--- src/rtl/dcache_defs.sv ---
// Shared definitions for the direct-mapped write-back data cache.
// Holds address geometry, block width, FSM state encoding and the byte
// helpers. There is no logic here, so it adds no latency and takes no part in flow control.
package dcache_defs;

  localparam int ADDR_W      = 8;   // CPU byte address width
  localparam int DEF_INDEX_W = 3;   // default number of index bits
  localparam int OFFSET_W    = 2;   // one block = 4 bytes = one memory word
  localparam int BLOCK_W     = 32;
  localparam int MEM_ADDR_W  = ADDR_W - OFFSET_W;  // block address {tag, index}

  // Address field positions: {tag, index, offset}
  localparam int OFFSET_LSB = 0;
  localparam int INDEX_LSB  = OFFSET_W;

  typedef enum logic [1:0] {
    IDLE      = 2'd0,
    WRITEBACK = 2'd1,
    FETCH     = 2'd2,
    UPDATE    = 2'd3
  } state_e;

  // Byte 0 sits in bits [7:0] of a block.
  function automatic logic [7:0] get_byte(input logic [BLOCK_W-1:0] blk,
                                          input logic [OFFSET_W-1:0] off);
    get_byte = blk[{off, 3'b000} +: 8];
  endfunction

  function automatic logic [BLOCK_W-1:0] put_byte(input logic [BLOCK_W-1:0] blk,
                                                  input logic [OFFSET_W-1:0] off,
                                                  input logic [7:0]          b);
    put_byte = blk;
    put_byte[{off, 3'b000} +: 8] = b;
  endfunction

endpackage

--- src/rtl/dcache_ctrl.sv ---
// Miss-handling FSM: sequences write-back, block fetch and array update.
// Latency: a request lasts until MEM_BUSYWAIT is sampled low; UPDATE takes one cycle.
// Backpressure: it stalls the CPU through busywait until the access hits in IDLE.
// Ports: req/hit/dirty/tags/index/evict_blk in from the top; mem_* out to memory;
//        state/fill_blk out to the arrays; busywait out to the CPU.
module dcache_ctrl
  import dcache_defs::*;
#(
  parameter int INDEX_W = DEF_INDEX_W,
  parameter int TAG_W   = ADDR_W - INDEX_W - OFFSET_W
) (
  input  logic                  clk,
  input  logic                  rst_n,
  input  logic                  req,
  input  logic                  hit,
  input  logic                  dirty,
  input  logic [TAG_W-1:0]      stored_tag,
  input  logic [TAG_W-1:0]      addr_tag,
  input  logic [INDEX_W-1:0]    index,
  input  logic [BLOCK_W-1:0]    evict_blk,
  input  logic                  mem_busywait,
  input  logic [BLOCK_W-1:0]    mem_readdata,
  output state_e                state,
  output logic [BLOCK_W-1:0]    fill_blk,
  output logic                  busywait,
  output logic                  mem_read,
  output logic                  mem_write,
  output logic [MEM_ADDR_W-1:0] mem_address,
  output logic [BLOCK_W-1:0]    mem_writedata
);

  state_e                state_q, state_d;
  logic                  mem_read_q, mem_read_d;
  logic                  mem_write_q, mem_write_d;
  logic [MEM_ADDR_W-1:0] mem_addr_q, mem_addr_d;
  logic [BLOCK_W-1:0]    mem_wdata_q, mem_wdata_d;
  logic [BLOCK_W-1:0]    fill_q, fill_d;

  // Memory request outputs are registered: they are set up on the edge that
  // enters WRITEBACK/FETCH and dropped on the edge that completes the request.
  always_comb begin
    state_d     = state_q;
    mem_read_d  = mem_read_q;
    mem_write_d = mem_write_q;
    mem_addr_d  = mem_addr_q;
    mem_wdata_d = mem_wdata_q;
    fill_d      = fill_q;
    unique case (state_q)
      IDLE: begin
        if (req && !hit) begin
          if (dirty) begin
            state_d     = WRITEBACK;
            mem_write_d = 1'b1;
            mem_addr_d  = {stored_tag, index};
            mem_wdata_d = evict_blk;
          end else begin
            state_d    = FETCH;
            mem_read_d = 1'b1;
            mem_addr_d = {addr_tag, index};
          end
        end
      end
      WRITEBACK: begin
        if (!mem_busywait) begin
          state_d     = FETCH;
          mem_write_d = 1'b0;
          mem_read_d  = 1'b1;
          mem_addr_d  = {addr_tag, index};
        end
      end
      FETCH: begin
        if (!mem_busywait) begin
          state_d    = UPDATE;
          mem_read_d = 1'b0;
          fill_d     = mem_readdata;
        end
      end
      UPDATE: begin
        state_d = IDLE;
      end
      default: state_d = IDLE;
    endcase
  end

  always_ff @(posedge clk or negedge rst_n) begin
    if (!rst_n) begin
      state_q     <= IDLE;
      mem_read_q  <= 1'b0;
      mem_write_q <= 1'b0;
      mem_addr_q  <= '0;
      mem_wdata_q <= '0;
      fill_q      <= '0;
    end else begin
      state_q     <= state_d;
      mem_read_q  <= mem_read_d;
      mem_write_q <= mem_write_d;
      mem_addr_q  <= mem_addr_d;
      mem_wdata_q <= mem_wdata_d;
      fill_q      <= fill_d;
    end
  end

  // Only an IDLE hit lets the CPU proceed; every other cycle with a request stalls.
  assign busywait      = req && !((state_q == IDLE) && hit);
  assign state         = state_q;
  assign fill_blk      = fill_q;
  assign mem_read      = mem_read_q;
  assign mem_write     = mem_write_q;
  assign mem_address   = mem_addr_q;
  assign mem_writedata = mem_wdata_q;

endmodule

--- src/rtl/dcache_dm_wb.sv ---
// Direct-mapped, write-back, write-allocate data cache between CPU and block memory.
// Latency: read hit is zero-stall; clean miss M+1 and dirty miss 2M+1 stall cycles after the detect cycle.
// Backpressure: BUSYWAIT holds the CPU; MEM_BUSYWAIT holds each block transfer.
// Ports: CLK, RESET (async, active low); CPU side READ/WRITE/ADDRESS/WRITEDATA -> READDATA/BUSYWAIT;
//        memory side MEM_READ/MEM_WRITE/MEM_ADDRESS/MEM_WRITEDATA -> MEM_READDATA/MEM_BUSYWAIT.
module dcache_dm_wb
  import dcache_defs::*;
#(
  parameter int INDEX_W = DEF_INDEX_W
) (
  input  logic                  CLK,
  input  logic                  RESET,
  input  logic                  READ,
  input  logic                  WRITE,
  input  logic [ADDR_W-1:0]     ADDRESS,
  input  logic [7:0]            WRITEDATA,
  output logic [7:0]            READDATA,
  output logic                  BUSYWAIT,
  output logic                  MEM_READ,
  output logic                  MEM_WRITE,
  output logic [MEM_ADDR_W-1:0] MEM_ADDRESS,
  output logic [BLOCK_W-1:0]    MEM_WRITEDATA,
  input  logic [BLOCK_W-1:0]    MEM_READDATA,
  input  logic                  MEM_BUSYWAIT
);

  localparam int TAG_W      = ADDR_W - INDEX_W - OFFSET_W;
  localparam int NUM_BLOCKS = 1 << INDEX_W;

  logic [NUM_BLOCKS-1:0]              valid_q, valid_d;
  logic [NUM_BLOCKS-1:0]              dirty_q, dirty_d;
  logic [NUM_BLOCKS-1:0][TAG_W-1:0]   tag_q, tag_d;
  logic [NUM_BLOCKS-1:0][BLOCK_W-1:0] data_q, data_d;

  logic [OFFSET_W-1:0] addr_off;
  logic [INDEX_W-1:0]  addr_idx;
  logic [TAG_W-1:0]    addr_tag;
  logic                req;
  logic                hit;
  state_e              state;
  logic [BLOCK_W-1:0]  fill_blk;

  assign addr_off = ADDRESS[OFFSET_LSB +: OFFSET_W];
  assign addr_idx = ADDRESS[INDEX_LSB +: INDEX_W];
  assign addr_tag = ADDRESS[ADDR_W-1 -: TAG_W];
  assign req      = READ || WRITE;
  assign hit      = valid_q[addr_idx] && (tag_q[addr_idx] == addr_tag);
  assign READDATA = get_byte(data_q[addr_idx], addr_off);

  dcache_ctrl #(
    .INDEX_W (INDEX_W),
    .TAG_W   (TAG_W)
  ) u_ctrl (
    .clk           (CLK),
    .rst_n         (RESET),
    .req           (req),
    .hit           (hit),
    .dirty         (dirty_q[addr_idx]),
    .stored_tag    (tag_q[addr_idx]),
    .addr_tag      (addr_tag),
    .index         (addr_idx),
    .evict_blk     (data_q[addr_idx]),
    .mem_busywait  (MEM_BUSYWAIT),
    .mem_readdata  (MEM_READDATA),
    .state         (state),
    .fill_blk      (fill_blk),
    .busywait      (BUSYWAIT),
    .mem_read      (MEM_READ),
    .mem_write     (MEM_WRITE),
    .mem_address   (MEM_ADDRESS),
    .mem_writedata (MEM_WRITEDATA)
  );

  // A store only lands on an IDLE hit; a simultaneous READ is ignored, so
  // READ+WRITE behaves as a plain store. After UPDATE the held access hits in IDLE.
  always_comb begin
    valid_d = valid_q;
    dirty_d = dirty_q;
    tag_d   = tag_q;
    data_d  = data_q;
    if (state == UPDATE) begin
      data_d[addr_idx]  = fill_blk;
      tag_d[addr_idx]   = addr_tag;
      valid_d[addr_idx] = 1'b1;
      dirty_d[addr_idx] = 1'b0;
    end else if ((state == IDLE) && hit && WRITE) begin
      data_d[addr_idx]  = put_byte(data_q[addr_idx], addr_off, WRITEDATA);
      dirty_d[addr_idx] = 1'b1;
    end
  end

  always_ff @(posedge CLK or negedge RESET) begin
    if (!RESET) begin
      valid_q <= '0;
      dirty_q <= '0;
      tag_q   <= '0;
      data_q  <= '0;
    end else begin
      valid_q <= valid_d;
      dirty_q <= dirty_d;
      tag_q   <= tag_d;
      data_q  <= data_d;
    end
  end

endmodule

--- config.mk ---
export PLATFORM = sky130hd
export DESIGN_NAME = dcache_dm_wb
export DESIGN_NICKNAME = d
export VERILOG_FILES = /design/src/rtl/dcache_defs.sv /design/src/rtl/dcache_ctrl.sv /design/src/rtl/dcache_dm_wb.sv
export SDC_FILE = /design/constraint.sdc
export NUM_CORES = 1
export LEC_CHECK = 0
export ABC_AREA = 1
export CAP_MARGIN = 20
export CELL_PAD_IN_SITES_DETAIL_PLACEMENT = 2
export CELL_PAD_IN_SITES_GLOBAL_PLACEMENT = 2
export CORE_MARGIN = 8
export CORE_UTILIZATION = 39
export DETAILED_ROUTE_END_ITERATION = 6
export HOLD_SLACK_MARGIN = 0.03
export PLACE_DENSITY_LB_ADDON = 0.1
export SETUP_SLACK_MARGIN = 0.5
export SKIP_CTS_REPAIR_TIMING = 1
export SLEW_MARGIN = 15
export SYNTH_ARGS = -nofsm -noshare
export SYNTH_HDL_FRONTEND = slang
export SYNTH_SLANG_ARGS = --single-unit
--- constraint.sdc ---
create_clock -name CLK -period 4.3 [get_ports CLK]
set_clock_uncertainty 0.05 [all_clocks]
set_input_delay 0.645 -clock CLK [delete_from_list [all_inputs] [get_ports CLK]]
set_output_delay 0.645 -clock CLK [all_outputs]
set_load 0.05 [all_outputs]
# Yosys cells after proc, flatten, opt, wreduce, memory -nomap -nowiden
# Index checks and enable logic that the tools add are counted.
dict set report word_totals {
  regBits 370
  latch_bits 0
  ram_bits 0
  mem_bits_ro 0
  input_bits 53
  out_inout_bits 49
  elab_cells 102
  n_memories 0
}
dict set report classes {
  addsub 1
  n_mul 0
  n_div 0
  n_lt_le_gt_ge 2
  eq_ne 9
  shift 3
  n_mux 39
  n_bitwise 5
  reduce_logical 19
}
# cell count
set op_table {}
lappend op_table {{$bwmux W256} 2}
lappend op_table {{$mux W256} 2}
lappend op_table {{$bmux W32 S3} 1}
lappend op_table {{$demux W32 S3} 1}
lappend op_table {{$mux W32} 2}
lappend op_table {{$bwmux W32} 1}
lappend op_table {{$shift A8 B7 Y32 const A} 1}
lappend op_table {{$shiftx A32 B6 Y8} 1}
lappend op_table {{$shiftx A8 B7 Y32} 1}
lappend op_table {{$bwmux W24} 1}
lappend op_table {{$mux W6} 3}
lappend op_table {{$mux W8} 2}
lappend op_table {{$or A8 B8 Y8} 2}
lappend op_table {{$pmux W6 S2} 1}
lappend op_table {{$bmux W3 S3} 1}
lappend op_table {{$demux W3 S3} 1}
lappend op_table {{$mux W1} 9}
lappend op_table {{$reduce_and A3 Y1} 3}
lappend op_table {{$and A8 B8 Y8} 1}
lappend op_table {{$mux W2} 4}
lappend op_table {{$not A8 Y8} 1}
lappend op_table {{$pmux W2 S4} 1}
lappend op_table {{$neg A5 Y7} 1}
lappend op_table {{$bmux W1 S3} 2}
lappend op_table {{21 further kinds} 33}

# Longest topological paths before layout
dict set report depth {
  depth_word 8
  ltp_mapped 16
  depth_no_buf 15
}

# Modules after synthesis
# From an unflattened synthesis, not the netlist that was laid out.
dict set report hier_totals {
  cells_unflattened 3178
  area_unflattened_um2 23608.9
}
# module n_inst cells_per_inst area_each_um2 seq_area_each_um2
set by_module_without_submodules {}
lappend by_module_without_submodules {dcache_dm_wb 1 2825 20349.5 7407.1}
lappend by_module_without_submodules {dcache_ctrl 1 353 3259.4 1851.8}

# Worst setup path after synthesis
# No wires, ideal clock.
dict set report synth_path {
  path_kind {in2out}
  startpoint {input ADDRESS[3]}
  endpoint {output READDATA[6]}
  arrival_ps 2542
  setup_slack_ps 1063
  path_stages 11
  n_path_buf 3
  cell_sequence {buf_4 > nor2_4 > nand2_1 > buf_4 > inv_2 > buf_2 > o2bb2ai_1 > nor2_1 > nand2_1 > o21ai_0 > o22ai_1}
}
dict set report synth_via {
  elab_chain_len 3
}
# element line_no
set synth_lines {}
lappend synth_lines {{start, declared} dcache_dm_wb.sv:15} ;# input logic [ADDR_W-1:0] ADDRESS,
lappend synth_lines {{$bmux W32 S3} dcache_dm_wb.sv:48} ;# assign READDATA = get_byte(data_q[addr_idx], addr_off);
lappend synth_lines {{$mux W32 (not written as such)} dcache_dm_wb.sv:48}
lappend synth_lines {{$shiftx A32 B6 Y8} dcache_defs.sv:26} ;# get_byte = blk[{off, 3'b000} +: 8];
lappend synth_lines {{end, declared} dcache_dm_wb.sv:17} ;# output logic [7:0] READDATA,
# Every way passes these cells. The select of a mux whose other input is x is not followed.

# Worst setup path after layout
dict set report layout_path {
  startpoint {input ADDRESS[4]}
  endpoint {output READDATA[3]}
}
# Same word-level chain as after synthesis.

==> metrics.txt <==
RSZ-0062 raised after global routing=yes; Setup Viol. Count Final=0; Placer Congestion=0.887; Synth Cell Area=23400 um2; minimum clock period=3870 ps; Routed WL=117 mm; synth cell count leaders=nand2_1, nand3_1, dfrtp_1; Final HPWL DP=75.7 mm; PwrDens=487 nW/um2; ys async rst share=100%; status=complete, no violations; Synth Area in Compound Gates=9.72%; detailed-route via count=24.6k; post-route ant nets=0; Max-Cap Viols=0; WS Path Type=primary input to primary output; clock root buffer=clkbuf_16; FILL cells=6667; worst-margin pin slew=1090 ps; Final Max Tran Viols=0; share of cells above drive strength 1=18.3%; main combinational cell family by area after synthesis=simple AND/OR/NAND/NOR gates; Initial DRC Count=2186; Logic pwr share=32.3%; largest net degree at the start of global routing=110; IO Pins=102; die width=261 um; drt wl/cell=29.8 um; period utilisation layout=90.0%; area occupied by multi-input gates=12300 um2; total gr overflow=0; CTS clk-pin slew, worst paths=60 ps; DR pass1 iterations=5; adder-cell share of the synthesized area=0.482%; Total Power=0.0133 W; die area=68000 um2; Die H=261 um; Seq pwr share=36.4%; vias in the first global route=26.7k; Hold WC Path Type=primary input to async pin; leading cell type by number of instances after synthesis=nand2_1; H-tree depth=2; relative slew slack=27.3%; Reg area=9260 um2; startpoint types=primary input; synth unique cells=36; area share of xor/xnor cells in the synthesized design=0%; Mapped Nets=3145; Setup TNS=0 ps; CTS buffer count=47; Net Switching=0.00543 W; number of synthesized flops with an enable pin=0; Leak=13.0 nW; number of port buffers=101; top cell type's share of synthesized area=39.6%; Req. time, crit path=3610 ps; Clock Power Share=31.3%; Tot GR Track Use=33.6%; Crit. End Element=primary output; worst-path fanout max=21; Seq/Total Area, Yosys=39.6%; row cnt=89; flop2flop setup slack=960 ps; Ys Warns=0; Skew-Pair Late Insertion Delay=590 ps; top cells by area, synth=dfrtp_1, nand2_1, nand3_1; Longest Clk Path Bufs=3; Syn Area/Cell=7.58 um2; Sw Share=40.9%; synth-to-layout area growth=16.9%; proportion of synthesized area in mux cells=0.627%; Simple-Gate Fraction of Synth Area=41.0%; Yosys reg bits=370; number of vias per cell=6.24; FMAX=0.258 GHz; Post-Syn Instances=3083; Top FF cell, synth=dfrtp_1; clk sinks=370; Peak VDD IR=276 uV; CTS tree=built; core region area=59100 um2; initial antenna violation count=4; Pint=0.00785 W; final hold vios=0; cell accounting for the most synthesized area=dfrtp_1; Layout Nets=3190; DRC Markers=0; starting density of the core=39.5%; first-pass GRT wire length=173 mm; Arr. time, crit path=3180 ps
==> metrics by stage <==
stage / util, % / hold slack [ps] / cells / instance area (um2) / worst slack, ps
after global placement: 43.0 / 396 / 3847 / 25400 / 245
after CTS: 45.7 / 192 / 3933 / 27000 / 250
final: 46.2 / 154 / 3939 / 27300 / 429
after floorplan: - / 299 / 3083 / 23400 / 1060
after detailed placement: 43.0 / 437 / 3847 / 25400 / 170
after global routing: 46.2 / 204 / 3938 / 27300 / 468
==> cell type report <==
cell class              count  area share [%]
multi-input cells        2323            45.2
clock buffers              76            5.41
flip-flops and latches    370            33.9
well taps                 773            3.54
clock inverters            10           0.399
inverters                 148            2.06
repair buffers            238            9.40
diodes                      1         0.00917
==> path summary, 6_finish.rpt <==
path                                  from         endpoint  depth (start not counted)
min                                  RESET         tag_q[9]                          1
max reg2reg                u_ctrl.state[0]       data_q[85]                          9
max                             ADDRESS[4]      READDATA[3]                         13
min in group CLK           u_ctrl.mem_read  u_ctrl.mem_read                          2
max in group asynchronous            RESET       data_q[72]                          2
min reg2reg                u_ctrl.mem_read  u_ctrl.mem_read                          2
==> cells in the final DEF, fill, tap and decap left out, types with 16 or more instances in the layout <==
cell type,netlist,layout
clkbuf_16,0,52
nand2_1,909,899
buf_4,3,100
inv_1,135,128
nand3_1,600,599
a21oi_1,65,63
o21ai_0,264,261
clkdlybuf4s50_1,0,89
nand3_2,235,236
buf_12,0,37
o21ai_1,16,18
nor2_1,114,93
nand2_2,9,18
o2bb2ai_1,16,16
dfrtp_1,370,370
==> critical path, cell delays in order <==
cell and delay [ps]:
clkdlybuf4s50_1 430, buf_8 180, inv_2 160, nand2_1 120, nor2_4 220, buf_12 230
o2bb2ai_1 140, nor2_1 80, nand2_1 240, o21ai_1 120, o22ai_2 270, buf_4 180
buf_12 130
==> power groups by stage <==
| stage | Combinational [W] | Sequential (W) | Clock [W] |
|---|---|---|---|
| floorplan | 0.00245 | 0.00489 | 0 |
| global placement | 0.00396 | 0.00481 | 0 |
| detailed placement | 0.00414 | 0.00487 | 0 |
| CTS | 0.00419 | 0.00482 | 0.00419 |
| global route | 0.00455 | 0.00491 | 0.00430 |
| finish | 0.00428 | 0.00484 | 0.00416 |
==> sequential cells by signal, indices dropped and copies added (netlist names), named ones only <==
| signal | flops |
|---|---|
| tag_q | 24 |
| u_ctrl.mem_read | 1 |
| u_ctrl.state | 2 |
| u_ctrl.mem_address | 6 |
| u_ctrl.mem_write | 1 |
| data_q | 256 |
| u_ctrl.fill_blk | 32 |
| valid_q | 8 |
| u_ctrl.mem_writedata | 32 |
==> cells by family (layout without fill, tap and decap cells) <==
logic type / Yosys count / after routing
AOI/OAI and AO/OA: 406 / 406
adders and majority gates: 9 / 9
buffers and inverters: 390 / 472
DFF: 370 / 370
muxes: 13 / 13
other: 0 / 1
and+or+nand+nor: 1895 / 1895
==> metal layers <==
layer | track usage (%) | share of wire, % | vias to the layer above
li1 | - | - | 10400
met1 | 43.5 | 42 | 12800
met2 | 53.8 | 45 | 1113
met3 | 6.26 | 8.2 | 344
met4 | 16.2 | 4.8 | 0
met5 | 0 | 0 | -
Power figures use the tool's default switching activity.
